File: src/rtl/bitrev_addr_ctrl.sv
// bitrev_addr_ctrl
//   Address/write controller for a 64-entry, 4-lane read-before-write RAM
//   (RAM64) used as a bit-reversal reorder buffer. It accepts four samples
//   per enabled cycle (n = 4c + j), registers them towards the RAM together
//   with per-lane addresses and a write enable, and flags when the RAM read
//   port carries valid reordered data.
//
//   Frames are 64 samples (16 enabled cycles) and run back to back after
//   START. Each RAM location is read and then overwritten in the same cycle,
//   so every read returns the previous frame's sample stored there.
//
//   Build option REORDER_BITREV_EN:
//     defined   - address alternates per frame: n on even frames, bitrev6(n)
//                 on odd frames, so the output order is bit-reversed.
//     undefined - address is always n; the block is a one-frame
//                 natural-order delay. OVAL/RDY timing is identical.
//
// Ports
//   CLK                 system clock, rising edge
//   RST                 asynchronous active-high reset
//   ED                  enable; when low, every register holds
//   START               frame-start / restart pulse (sampled when ED=1)
//   DI_0..DI_3          input samples, lane j carries n = 4c + j
//   ADDR_0..ADDR_3      RAM64 per-lane addresses (registered)
//   WE                  RAM64 write enable (registered)
//   RAM_DI_0..RAM_DI_3  DI registered, aligned with ADDR/WE
//   RDY                 one-cycle pulse with the first valid RAM output word
//   OVAL                RAM64 output carries valid reordered data
//
// FSM states
//   state | meaning
//   IDLE  | waiting for START; addresses held at 0, no writes
//   RUN   | streaming frames back to back until reset

module bitrev_addr_ctrl #(
   parameter int nb = 16
) (
   input  logic          CLK,
   input  logic          RST,
   input  logic          ED,
   input  logic          START,
   input  logic [nb-1:0] DI_0,
   input  logic [nb-1:0] DI_1,
   input  logic [nb-1:0] DI_2,
   input  logic [nb-1:0] DI_3,
   output logic [5:0]    ADDR_0,
   output logic [5:0]    ADDR_1,
   output logic [5:0]    ADDR_2,
   output logic [5:0]    ADDR_3,
   output logic          WE,
   output logic [nb-1:0] RAM_DI_0,
   output logic [nb-1:0] RAM_DI_1,
   output logic [nb-1:0] RAM_DI_2,
   output logic [nb-1:0] RAM_DI_3,
   output logic          RDY,
   output logic          OVAL
);

   typedef enum logic [0:0] {
      IDLE = 1'b0,
      RUN  = 1'b1
   } state_t;

   state_t        state_q, state_d;

   // c_q is the cycle index of the sample set arriving in the current
   // enabled cycle; START overrides it to 0 for that same cycle, so the
   // samples presented with START are n = 0..3.
   logic [3:0]    c_q, c_d, c_eff;
   logic          primed_q, primed_d, primed_eff;
   logic          active;
   logic          restart;
   logic          wrap;

   logic [nb-1:0] di [4];
   logic [5:0]    lane_n [4];
   logic [5:0]    addr_d [4];
   logic [5:0]    addr_q [4];
   logic [nb-1:0] ram_di_q [4];

   logic          we_q;
   logic          vld_s1_q, first_s1_q;
   logic          oval_q, rdy_q;

   assign di[0] = DI_0;
   assign di[1] = DI_1;
   assign di[2] = DI_2;
   assign di[3] = DI_3;

   // ------------------------------------------------------------------
   // FSM, cycle counter and primed flag (next-state logic)
   // ------------------------------------------------------------------
   always_comb begin
      state_d = state_q;
      active  = 1'b0;
      restart = 1'b0;
      unique case (state_q)
         IDLE: begin
            if (START) begin
               state_d = RUN;
               active  = 1'b1;
               restart = 1'b1;
            end
         end
         RUN: begin
            active  = 1'b1;
            restart = START;
         end
         default: state_d = IDLE;
      endcase

      c_eff      = restart ? 4'd0 : c_q;
      primed_eff = restart ? 1'b0 : primed_q;
      wrap       = active && (c_eff == 4'd15);
      c_d        = active ? c_eff + 4'd1 : c_q;
      // Primed becomes visible from the first cycle of the second frame.
      primed_d   = active ? (primed_eff | wrap) : primed_q;
   end

   always_comb begin
      for (int j = 0; j < 4; j++) begin
         lane_n[j] = {c_eff, 2'(j)};
      end
   end

`ifdef REORDER_BITREV_EN
   // ------------------------------------------------------------------
   // Frame parity: selects natural or bit-reversed addressing
   // ------------------------------------------------------------------
   logic p_q, p_d, p_eff;

   function automatic logic [5:0] bitrev6(input logic [5:0] n);
      logic [5:0] r;
      r = '0;
      for (int b = 0; b < 6; b++) begin
         r[b] = n[5-b];
      end
      return r;
   endfunction

   always_comb begin
      // A restart coinciding with c=15 never toggles: wrap is computed on
      // the overridden count (0), so the new sequence starts at P=0.
      p_eff = restart ? 1'b0 : p_q;
      p_d   = active ? (p_eff ^ wrap) : p_q;
   end

   always_ff @(posedge CLK or posedge RST) begin
      if (RST) begin
         p_q <= 1'b0;
      end else if (ED) begin
         p_q <= p_d;
      end
   end

   always_comb begin
      for (int j = 0; j < 4; j++) begin
         addr_d[j] = '0;
         if (active) begin
            addr_d[j] = p_eff ? bitrev6(lane_n[j]) : lane_n[j];
         end
      end
   end
`else
   always_comb begin
      for (int j = 0; j < 4; j++) begin
         addr_d[j] = '0;
         if (active) begin
            addr_d[j] = lane_n[j];
         end
      end
   end
`endif

   // ------------------------------------------------------------------
   // State and pipeline registers; ED=0 freezes all of them together so
   // the RAM-side alignment is kept across enable gaps.
   // ------------------------------------------------------------------
   always_ff @(posedge CLK or posedge RST) begin
      if (RST) begin
         state_q    <= IDLE;
         c_q        <= '0;
         primed_q   <= 1'b0;
         we_q       <= 1'b0;
         vld_s1_q   <= 1'b0;
         first_s1_q <= 1'b0;
         oval_q     <= 1'b0;
         rdy_q      <= 1'b0;
         for (int j = 0; j < 4; j++) begin
            addr_q[j]   <= '0;
            ram_di_q[j] <= '0;
         end
      end else if (ED) begin
         state_q    <= state_d;
         c_q        <= c_d;
         primed_q   <= primed_d;
         we_q       <= active;
         // Stage 1 travels with ADDR/WE, stage 2 lines up with RAM64 DO.
         vld_s1_q   <= active & primed_eff;
         first_s1_q <= active & primed_eff & (c_eff == 4'd0);
         oval_q     <= vld_s1_q;
         rdy_q      <= first_s1_q;
         for (int j = 0; j < 4; j++) begin
            addr_q[j]   <= addr_d[j];
            ram_di_q[j] <= di[j];
         end
      end
   end

   assign ADDR_0   = addr_q[0];
   assign ADDR_1   = addr_q[1];
   assign ADDR_2   = addr_q[2];
   assign ADDR_3   = addr_q[3];
   assign RAM_DI_0 = ram_di_q[0];
   assign RAM_DI_1 = ram_di_q[1];
   assign RAM_DI_2 = ram_di_q[2];
   assign RAM_DI_3 = ram_di_q[3];
   assign WE       = we_q;
   assign OVAL     = oval_q;
   assign RDY      = rdy_q;

endmodule
File: config.mk
export PLATFORM = sky130hd
export DESIGN_NAME = bitrev_addr_ctrl
export DESIGN_NICKNAME = d
export VERILOG_FILES = /design/src/rtl/bitrev_addr_ctrl.sv
export SDC_FILE = /design/constraint.sdc
export NUM_CORES = 1
export LEC_CHECK = 0
export BUFFER_PORTS_ARGS = -buffer_cell sky130_fd_sc_hd__buf_2
export CAP_MARGIN = 10
export CORE_MARGIN = 5
export CORE_UTILIZATION = 45
export CTS_CLUSTER_DIAMETER = 50
export DETAILED_ROUTE_END_ITERATION = 7
export GPL_ROUTABILITY_DRIVEN = 0
export PLACE_DENSITY = 0.82
export SYNTH_ARGS = -nofsm -noshare
export SYNTH_HDL_FRONTEND = slang
export SYNTH_SLANG_ARGS = --single-unit
File: constraint.sdc
create_clock -name CLK -period 2.6 [get_ports CLK]
set_clock_uncertainty 0.05 [all_clocks]
set_input_delay 0.13 -clock CLK [delete_from_list [all_inputs] [get_ports CLK]]
set_output_delay 0.13 -clock CLK [all_outputs]
set_load 0.03 [all_outputs]
==> impl_results.md, run 1 <==
* Status: completed
* Setup repair bufs after CTS at 0
* Final Slew Violations at 0
* Crit path kind: flop to flop
* Die area at 8820 µm²
* Initial Utilization at 0.464
* Pwr Density at 677 nW/µm²
* DRC at 0
* Clk sink count at 78
* Worst Hold Launch: START
* Ys flop type: dfrtp_1
* Die Y at 93.9 µm
* Setup_tns at 0 ns
* First-pass GRT wire length at 12500 µm
* Area growth syn-to-layout at 49.4%
* Reg2reg path depth at 3
* Hold WC Path Type: input port to flop
* Endpoints failing setup at 0
* Synthesized area per cell at 14.7 µm²
* Mapped Area at 3170 µm²
* Clk_lat worst skew at 0.33 ns
* Total grt overflow at 0
* Peak Freq at 764 MHz
* Root buffer cell: clkbuf_8
* Largest cells by area after synthesis: dfrtp_1 62%, mux2_2 24%, buf_4 6.2%
* Synthesized flop and latch total at 78
* Period utilization at 0.503
* CTS tree: done
* Cells after Synth at 216
* Share of the synthesized area in the top cell type at 0.616
* Critical Path End Type: flop
* FF-to-FF setup slack at 1.29 ns
* Origin of the critical flop-to-flop path: ADDR_3[1]$_DFFE_PP0P_
* Reg2reg end: c_q[3]$_DFFE_PP0P_
* Placed cell areas at 3880 µm²
* Initial DRC count at 59
* Ant diodes at 0
* Clock transition at path regs at 0.07 ns
* Hold Path Depth at 2
* DRT Wirelength at 7840 µm
* Final Util at 0.693
* Wire length on met3 at 615 µm
* Largest net degree at the start of global routing at 47
* Total track usage at 0.183
* Initial antenna violation count at 0
* IO Pins at 159
* Clk buf depth at 2
* Storage element area at 1950 µm²
* Max_slew headroom at 0.535
* Yosys warns at 0
* Vias in the first global route at 2603
* Yosys top cell by area: dfrtp_1
* RSZ-0062 raised after global routing: false
* Top routing layer used: met4
* Finished Cell Area at 4740 µm²
* Core box area at 6830 µm²
* FILL cells at 515
* Synth cell count leaders: 78 x dfrtp_1, 68 x mux2_2, 26 x buf_4
* IO buf count at 154
* Startpoint types: flop
* Post-synth ARST share at 1.00
* Period minus WS final at 1.31 ns
* Met1 wire length at 2770 µm
* Hold bufs inserted after CTS at 65
* Sequential fraction of the synthesis area at 0.616
* Least-Margin Pin Slew at 0.696 ns
* Hold path endpoint: primed_q$_DFFE_PP0P_
* Vias per inst at 4.60
* Site Rows at 30
* VDD IR max at 448 µV
* CTS buffer count at 9
* Unique masters post-synth at 26
* Post-detail-place hpwl at 5000 µm
* Pleak at 0.00231 µW
* CP required at 2.81 ns
* Multi-input logic area at 973 µm²
* Met2 WL post-DR at 4300 µm
* Post-layout nets at 491
* Routed Antenna Nets at 0
* Routed length per placed instance at 15.0 µm
* Layout cells sized above 1 at 0.569
* Crit path max fanout at 11
* Initial DRT Pass Iterations at 4
* Vias at 2404
* Max cap viols at 0
* Data arrival, critical path at 1.52 ns
* # resized after CTS at 0
* Die X at 93.9 µm
* Most frequent cell after synthesis: dfrtp_1
* Post-synth EDFFs at 0
* Final hold viol count at 0
* CTS H-tree lvls at 3
## logic make-up (layout without fill, tap and decap cells)
| logic type | after synthesis | count (layout) | share of synthesized area |
|---|---|---|---|
| flops | 78 | 78 | 0.616 |
| mux | 68 | 68 | 0.242 |
| compound gates | 12 | 12 | 0.0265 |
| fa+ha+maj | 1 | 1 | 0.00395 |
| other cells | 1 | 4 | 0.00118 |
| buf+inv | 39 | 247 | 0.0805 |
| simple gates | 17 | 17 | 0.0304 |
## cells in the final DEF (no fill, tap or decap), types with 2 or more instances in the layout
cell	count
mux2_2	68
buf_4	2
inv_1	7
o21ai_0	2
clkbuf_8	11
nand4_1	2
o22ai_1	5
buf_2	154
clkinv_2	3
nand2b_1	3
nand3_1	2
conb_1	4
dlygate4sd3_1	65
nand2_1	4
dfrtp_1	78
inv_2	2
## registers in the layout, summed over array words and instances, names as in the netlist, 4 cells and up
register / cells
ADDR_3: 4
RAM_DI_3: 16
RAM_DI_1: 16
RAM_DI_0: 16
c_q: 4
RAM_DI_2: 16
## stage by stage
stage               setup slack [ns]  total power [µW]  cells  hold slack [ns]
floorplan                      0.425              2050    219            0.232
global placement                1.22              2220    442            0.228
detailed placement              1.19              2250    442            0.228
CTS                             1.29              3240    523           0.0329
global route                    1.19              3370    523           0.0427
finish                          1.29              3210    523           0.0601
## how the worst max path moves through the flow
stage / endpoint / from / slack, ns
floorplan: ADDR_0[5]$_DFFE_PP0P_ / RST / 0.42
global placement: RAM_DI_1[9]$_DFFE_PP0P_ / ED / 1.22
detailed placement: RAM_DI_2[10]$_DFFE_PP0P_ / ED / 1.19
CTS: c_q[3]$_DFFE_PP0P_ / ADDR_3[1]$_DFFE_PP0P_ / 1.29
global route: c_q[3]$_DFFE_PP0P_ / ADDR_3[1]$_DFFE_PP0P_ / 1.19
finish: c_q[3]$_DFFE_PP0P_ / ADDR_3[1]$_DFFE_PP0P_ / 1.29
## routing by layer
metal / vias up / GRT usage
met5: - / 0
met4: 0 / 0.0746
met3: 18 / 0.0553
met2: 96 / 0.336
met1: 1150 / 0.192
li1: 1140 / -
## power by group
part           internal, µW  switching [µW]
clock network           492             412
logic                   339             524
registers              1350            91.5
## critical path: stages, from the launching register on
cell     delay [ns]
dfrtp_1        0.50
nand4_1        0.18
or4_1          0.41
nand3_1        0.10
## final cells by class
| cell class | instances | area share |
|---|---|---|
| flip-flops and latches | 78 | 0.412 |
| repair buffers | 222 | 0.308 |
| multi-input cells | 102 | 0.206 |
| clock buffers | 12 | 0.0328 |
| well taps | 96 | 0.0254 |
| clock inverters | 4 | 0.00951 |
| inverters | 9 | 0.00713 |
Note: power is estimated with default switching activity, not from simulation.
==> run 2, diff against run 1 <==
--- a/config.mk
+++ b/config.mk
@@ -5,14 +5,15 @@
 export SDC_FILE = /design/constraint.sdc
 export NUM_CORES = 1
 export LEC_CHECK = 0
+export ABC_AREA = 1
 export BUFFER_PORTS_ARGS = -buffer_cell sky130_fd_sc_hd__buf_2
 export CAP_MARGIN = 10
 export CORE_MARGIN = 5
-export CORE_UTILIZATION = 45
+export CORE_UTILIZATION = 41
 export CTS_CLUSTER_DIAMETER = 50
 export DETAILED_ROUTE_END_ITERATION = 7
 export GPL_ROUTABILITY_DRIVEN = 0
-export PLACE_DENSITY = 0.82
+export PLACE_DENSITY = 0.79
 export SYNTH_ARGS = -nofsm -noshare
 export SYNTH_HDL_FRONTEND = slang
 export SYNTH_SLANG_ARGS = --single-unit
==> constraint.sdc (replaced) <==
create_clock -name CLK -period 1.1 [get_ports CLK]
set_clock_uncertainty 0.05 [all_clocks]
set_input_delay 0.055 -clock CLK [delete_from_list [all_inputs] [get_ports CLK]]
set_output_delay 0.055 -clock CLK [all_outputs]
set_load 0.03 [all_outputs]
==> run 2 against run 1 <==
Net effect:
- the run now ends with negative setup slack left
- register-to-register slack got worse by 1.2 ns
- critical path depth decreased by 2
- sequential cell count unchanged
- largest power group unchanged
- hold slack lost 0.040 ns
- synthesized cell count rose by 67%
- cell area rose by 4.4%
- cell count increased by 29%
- clock-buffer cell count up 1
- area after synthesis rose by 0.91%
- clock power grew to 2.9 times the previous value
==> impl_results.md, run 2 <==
* Status: finished, violations left
* Failing checks: negative setup slack
* Top routing layer used: met4
* FILL cells at 619 (+20%)
* Ant diodes at 0 (unchanged)
* Vias in the first global route at 3087 (+19%)
* Placed cell areas at 3910 µm² (+0.74%)
* Synth cell count leaders: 219 x nand2_1, 78 x dfrtp_1, 22 x buf_4
* RSZ-0062 raised after global routing: true
* Post-synth EDFFs at 0 (unchanged)
* Clk_lat worst skew at 0.34 ns (about the same)
* CTS buffer count at 9 (unchanged)
* Pleak at 0.00276 µW (+20%)
* Met2 WL post-DR at 4800 µm (+12%)
* Most frequent cells in the layout: 218 x nand2_1, 133 x buf_2, 73 x dfrtp_1
* Post-detail-place hpwl at 5600 µm (+12%)
* IO buf count at 154 (unchanged)
* Sw Share at 0.293 (-0.0270)
* Max cap viols at 0 (unchanged)
* Data arrival, critical path at 1.00 ns (-0.52 ns)
* Critical path buffers and inverters at 1 (+1)
* Hold Path Depth at 4 (+2)
* Period minus WS final at 1.10 ns
* Logic pwr share at 0.234 (-0.035)
* Total grt overflow at 0 (unchanged)
* Crit path cell chain: buf_4
* Ys flop type: dfrtp_1
* P_int at 5430 µW (+150%)
* Reg2reg end: c_q[3]$_DFFE_PP0P_
* Peak Freq at 907 MHz
* Synthesized flop and latch total at 78 (unchanged)
* Hold WC Path Type: input port to flop
* Yosys warns at 0 (unchanged)
* Die Y at 98.3 µm (+4.7%)
* Vias at 3028 (+26%)
* Core box area at 7650 µm² (+12%)
* Area growth syn-to-layout at 54.6%
* Inst Count DP at 589 (+33%)
* Endpoints failing setup at 2 (+2)
* Final Util at 0.646 (-0.0468)
* Period utilization at 1.00
* Routed length per placed instance at 13.6 µm (-9.5%)
* Post-layout nets at 635 (+29%)
* Synthesized area per cell at 8.88 µm² (-39%)
* Total track usage at 0.186 (+0.00299)
* Largest cells by area after synthesis: dfrtp_1 61%, nand2_1 26%, buf_4 5.2%
* Crit path max fanout at 8 (-3)
* Layout cells sized above 1 at 0.335 (-0.235)
* Most frequent cell after synthesis: nand2_1
* PnR worst setup slack at -0.00299 ns (-1.29 ns)
* Vias per inst at 4.50 (-2.1%)
* FF-to-FF setup slack at 0.06 ns (-1.23 ns)
* Share of the synthesized area in the top cell type at 0.610 (-0.00554)
* Root buffer cell: clkbuf_8
* Initial DRT Pass Iterations at 6 (+2)
* Critical Path End Type: primary output
* DRC at 0 (unchanged)
* Worst Hold Launch: START
* Post-synth ARST share at 1.00 (unchanged)
* P_sw at 2250 µW (+120%)
* Storage element area at 1960 µm² (+0.32%)
* Finished Cell Area at 4940 µm² (+4.4%)
* Unique masters post-synth at 19 (-27%)
* Max_slew headroom at 0.539 (+0.00363)
* Clk sink count at 78 (unchanged)
* Initial Utilization at 0.418 (-0.0457)
* Yosys top cell by area: dfrtp_1
* Routed Antenna Nets at 0 (unchanged)
* IO Pins at 159 (unchanged)
* Cell family with most CP delay: flip-flops
* First-pass GRT wire length at 14500 µm (+16%)
* Wire length on met3 at 555 µm (-9.8%)
* Commonest non-fill, non-tap cell in the layout: nand2_1
* VDD IR max at 675 µV (+51%)
* Final hold viol count at 0 (unchanged)
* Clk buf depth at 2 (unchanged)
* Clock transition at path regs at 0.08 ns (about the same)
* Seq pwr share at 0.431 (-0.018)
* Die X at 98.3 µm (+4.7%)
* CTS H-tree lvls at 3 (unchanged)
* Initial antenna violation count at 0 (unchanged)
* Die area at 9670 µm² (+9.6%)
* Hold path endpoint: ADDR_3[3]$_DFFE_PP0P_
* Site Rows at 32 (+6.7%)
* CTS tree: done
* Met1 wire length at 3350 µm (+21%)
* Final Slew Violations at 0 (unchanged)
* Critical-path top delay cell: dfrtp_2
* CP max stage delay at 0.47 ns (-0.03 ns)
* Pwr Density at 1550 nW/µm² (+130%)
* Multi-input logic area at 981 µm² (+0.77%)
* Initial DRC count at 120 (+100%)
* Largest net degree at the start of global routing at 73 (+55%)
* Origin of the critical flop-to-flop path: c_q[0]$_DFFE_PP0P_
* Finished Layout Cells at 673 (+29%)
* Startpoint types: flop
* DRT Wirelength at 9130 µm (+16%)
* Least-Margin Pin Slew at 0.692 ns (-0.00444 ns)
* Setup WS pre-CTS at -0.0529 ns (-1.24 ns)
* Sequential fraction of the synthesis area at 0.610 (-0.00554)
* CP required at 1.00 ns (-1.81 ns)
* Reg2reg path depth at 4 (+1)
* Cells after Synth at 360 (+67%)
* Mapped Area at 3200 µm² (+0.91%)
* Crit path kind: flop to primary output
* Clk network pwr share at 0.336 (+0.054)
[run 2: area by class of cell]
type / instances / share of cell area
Timing Repair Buffer: 227 / 0.323
Tap cell: 102 / 0.0258
Inverter: 6 / 0.00582
Multi-Input combinational cell: 244 / 0.198
Sequential cell: 78 / 0.396
Clock buffer: 13 / 0.0321
Clock inverter: 3 / 0.0182
[run 2: routing by layer]
| metal | up-vias | GRT usage |
|---|---|---|
| li1 | 1478 | - |
| met4 | 0 | 0.101 |
| met1 | 1375 | 0.199 |
| met3 | 41 | 0.0471 |
| met5 | - | 0 |
| met2 | 134 | 0.333 |
[run 2: per-stage QoR]
stage | power (µW) | TNS, ns | hold WS [ns]
2_1_floorplan | 4410 | 0 | 0.118
3_3_place_gp | 4820 | -0.000271 | 0.106
3_5_place_dp | 4860 | -0.0529 | 0.113
4_1_cts | 7640 | -0.00317 | -0.00880
5_1_grt | 8040 | -0.412 | 0.0256
6_report | 7680 | -0.00341 | 0.0201
[run 2: how the worst max path moves through the flow]
stage / from / cells past startpoint / endpoint
2_1_floorplan: RST / 1 / ADDR_3[1]$_DFFE_PP0P_
3_3_place_gp: ED / 3 / OVAL$_DFFE_PP0P_
3_5_place_dp: ED / 3 / OVAL$_DFFE_PP0P_
4_1_cts: ADDR_3[1]$_DFFE_PP0P_ / 1 / ADDR_3[0]
5_1_grt: ADDR_3[1]$_DFFE_PP0P_ / 1 / ADDR_3[1]
6_report: ADDR_3[1]$_DFFE_PP0P_ / 1 / ADDR_3[1]
[run 2: kinds of logic after synthesis]
| group | after synthesis | share of synthesized area |
|---|---|---|
| flip-flops | 78 | 0.610 |
| buffers and inverters | 41 | 0.0896 |
| other | 1 | 0.00117 |
| adder cells (fa/ha/maj) | 1 | 0.00391 |
| AO/OA/AOI/OAI | 9 | 0.0149 |
| AND/OR/NAND/NOR | 230 | 0.280 |
[run 2: repair_timing]
action / CTS / global route
endpoints found under the hold margin: 143 / 0
hold buffers: 66 / 0
setup endpoints to repair: 2 / 26
resized for setup: 0 / 59
buffers inserted: 0 / 2
[run 2: power by group through the flow]
stage / Sequential, µW / Clock (µW) / Combinational [µW]
after floorplan: 3780 / 0 / 624
after global placement: 3320 / 0 / 1490
after detailed placement: 3340 / 0 / 1520
after CTS: 3290 / 2650 / 1700
after global routing: 3340 / 2760 / 1940
final: 3310 / 2580 / 1790
==> run 3, diff against run 2 <==
--- a/config.mk
+++ b/config.mk
@@ -5,7 +5,7 @@
 export SDC_FILE = /design/constraint.sdc
 export NUM_CORES = 1
 export LEC_CHECK = 0
-export ABC_AREA = 1
+export ABC_AREA = 0
 export BUFFER_PORTS_ARGS = -buffer_cell sky130_fd_sc_hd__buf_2
 export CAP_MARGIN = 10
 export CORE_MARGIN = 5
==> run 3 against run 2 <==
Net effect:
- the flow still finishes with violations (negative setup slack)
- clock power is 2% lower
- cell count is 19% lower
- combinational power is 35% higher
- largest cell class unchanged
- highest routed layer unchanged
==> impl_results.md, run 3 (synthesis results as in run 1) <==
* Most frequent cells in the layout: 132 x buf_2, 77 x dfrtp_1, 68 x dlygate4sd3_1
* Area growth syn-to-layout at 60.4%
* DRT Wirelength at 8280 µm (-9.3%)
* CTS H-tree lvls at 3 (unchanged)
* Commonest non-fill, non-tap cell in the layout: buf_2
* Die X at 97.9 µm (-0.41%)
* IO Pins at 159 (unchanged)
* Total track usage at 0.172 (-0.0137)
* Startpoint types: flop
* Final Slew Violations at 0 (unchanged)
* Clk sink count at 78 (unchanged)
* DRC at 0 (unchanged)
* CTS tree: done
* Clk_lat worst skew at 0.33 ns (about the same)
* CTS buffer count at 9 (unchanged)
* Final Power at 8340 µW (+8.6%)
* Clock transition at path regs at 0.08 ns (about the same)
* Hold WC Path Type: input port to flop
* Clk network pwr share at 0.304 (-0.032)
* Vias in the first global route at 2790 (-9.6%)
* Crit path max fanout at 5 (-3)
* Clk buf depth at 2 (unchanged)
* Vias at 2497 (-18%)
* CP required at 1.31 ns (+0.31 ns)
* Post-detail-place hpwl at 5200 µm (-7.2%)
* Storage element area at 1950 µm² (-0.26%)
* Period utilization at 1.09 (+0.0855)
* Ant diodes at 0 (unchanged)
* Status: finished, violations left
* PnR worst setup slack at -0.0970 ns (-0.0940 ns)
* Failing checks: negative setup slack
* P_sw at 2540 µW (+13%)
* Die Y at 97.9 µm (-0.41%)
* Site Rows at 32 (unchanged)
* Logic pwr share at 0.290 (+0.056)
* FILL cells at 568 (-8.2%)
* Setup_tns at -0.742 ns (-0.738 ns)
* IO buf count at 154 (unchanged)
* Vias per inst at 4.60 (+2.2%)
* Initial Utilization at 0.414 (-0.00376)
* Initial antenna violation count at 0 (unchanged)
* Crit path kind: flop to flop
* RSZ-0062 raised after global routing: true
* P_int at 5810 µW (+7.0%)
* Layout cells sized above 1 at 0.596 (+0.262)
* Total grt overflow at 0 (unchanged)
* Post-layout nets at 506 (-20%)
* Peak Freq at 835 MHz (-7.9%)
* Data arrival, critical path at 1.41 ns (+0.41 ns)
* Endpoints failing setup at 11 (+9)
* Root buffer cell: clkbuf_8
* Pwr Density at 1640 nW/µm² (+5.6%)
* Largest net degree at the start of global routing at 42 (-42%)
* Die area at 9590 µm² (-0.81%)
* Routed Antenna Nets at 0 (unchanged)
* First-pass GRT wire length at 13400 µm (-8.1%)
* Critical Path End Type: flop
* Sw Share at 0.304 (+0.0107)
* Initial DRC count at 48 (-60%)
* Routed length per placed instance at 15.2 µm (+12%)
* Pleak at 0.00245 µW (-11%)
* Final hold viol count at 0 (unchanged)
* Initial DRT Pass Iterations at 4 (-2)
* Period minus WS final at 1.20 ns (+0.0940 ns)
* Multi-input logic area at 1040 µm² (+5.9%)
* Core box area at 7650 µm² (unchanged)
* Max cap viols at 0 (unchanged)
* Seq pwr share at 0.406 (-0.025)
* VDD IR max at 910 µV (+35%)
## run 3: cell count changes in the layout (fill, tap and decap cells not counted), moves of 3 or more
cell,delta
o22ai_2,+3
nand2_2,-3
buf_6,-4
mux2_2,+66
dfrtp_2,-4
nand2b_1,+3
buf_4,+11
dfrtp_1,+4
inv_1,+4
nand2_1,-214
o21ai_0,-3
## run 3: through the flow
stage	utilization	setup slack [ns]	instances	hold WS, ns	instance area [µm²]
6_report	0.665	-0.0970	543	0.0783	5080
5_1_grt	0.665	-0.182	543	0.0778	5080
2_1_floorplan	-	-0.146	219	0.157	3190
3_3_place_gp	0.520	-0.0280	453	0.0976	3980
3_5_place_dp	0.520	-0.109	453	0.105	3980
4_1_cts	0.647	-0.102	537	0.0467	4940
## run 3: path summary, 6_finish.rpt
| path | from | cells past startpoint | slack, ns | to |
|---|---|---|---|---|
| hold / removal | START | 3 | 0.08 | c_q[3]$_DFFE_PP0P_ |
| hold reg to reg | RAM_DI_1[3]$_DFFE_PP0P_ | 1 | 0.45 | RAM_DI_1[3]$_DFFE_PP0P_ |
| min in group asynchronous | RST | 4 | 0.31 | RAM_DI_2[6]$_DFFE_PP0P_ |
| setup reg to reg | ADDR_3[1]$_DFFE_PP0P_ | 3 | -0.1 | c_q[3]$_DFFE_PP0P_ |
| max in group asynchronous | RST | 4 | 0.49 | ADDR_3[3]$_DFFE_PP0P_ |
| setup / recovery | ADDR_3[1]$_DFFE_PP0P_ | 3 | -0.1 | c_q[3]$_DFFE_PP0P_ |
## run 3: cell type report
class | count | area share
inverter | 9 | 0.00738
sequential | 78 | 0.384
tap | 102 | 0.0251
clock buffer | 11 | 0.0278
timing repair buffer | 237 | 0.333
multi-input combinational | 102 | 0.204
clock inverter | 4 | 0.0187
## run 3: critical path: stages (launching register included)
cell     delay (ns)
dfrtp_2        0.45
and3_1         0.22
a211o_2        0.33
nand3_1        0.08
## run 3: power by group through the flow
stage	clock network (µW)	logic (µW)	registers (µW)
6_report	2540	2420	3390
5_1_grt	2740	2560	3440
4_1_cts	2630	2210	3380
3_5_place_dp	0	1960	3440
3_3_place_gp	0	1920	3410
2_1_floorplan	0	862	3980
## run 3: repair_timing
item	4_1_cts	5_1_grt
setup endpoints to repair	9	27
hold buffers	68	0
buffers inserted	1	6
pin swaps	3	0
resized for setup	13	43
hold endpoints to repair	147	0
## run 3: per-layer routing
| metal | share of wire | track usage | routed length [µm] | vias up |
|---|---|---|---|---|
| li1 | - | - | - | 1158 |
| met4 | 0.022 | 0.0756 | 184 | 0 |
| met1 | 0.34 | 0.176 | 2840 | 1230 |
| met5 | 0 | 0 | 0 | - |
| met2 | 0.57 | 0.326 | 4750 | 92 |
| met3 | 0.060 | 0.0443 | 500 | 17 |
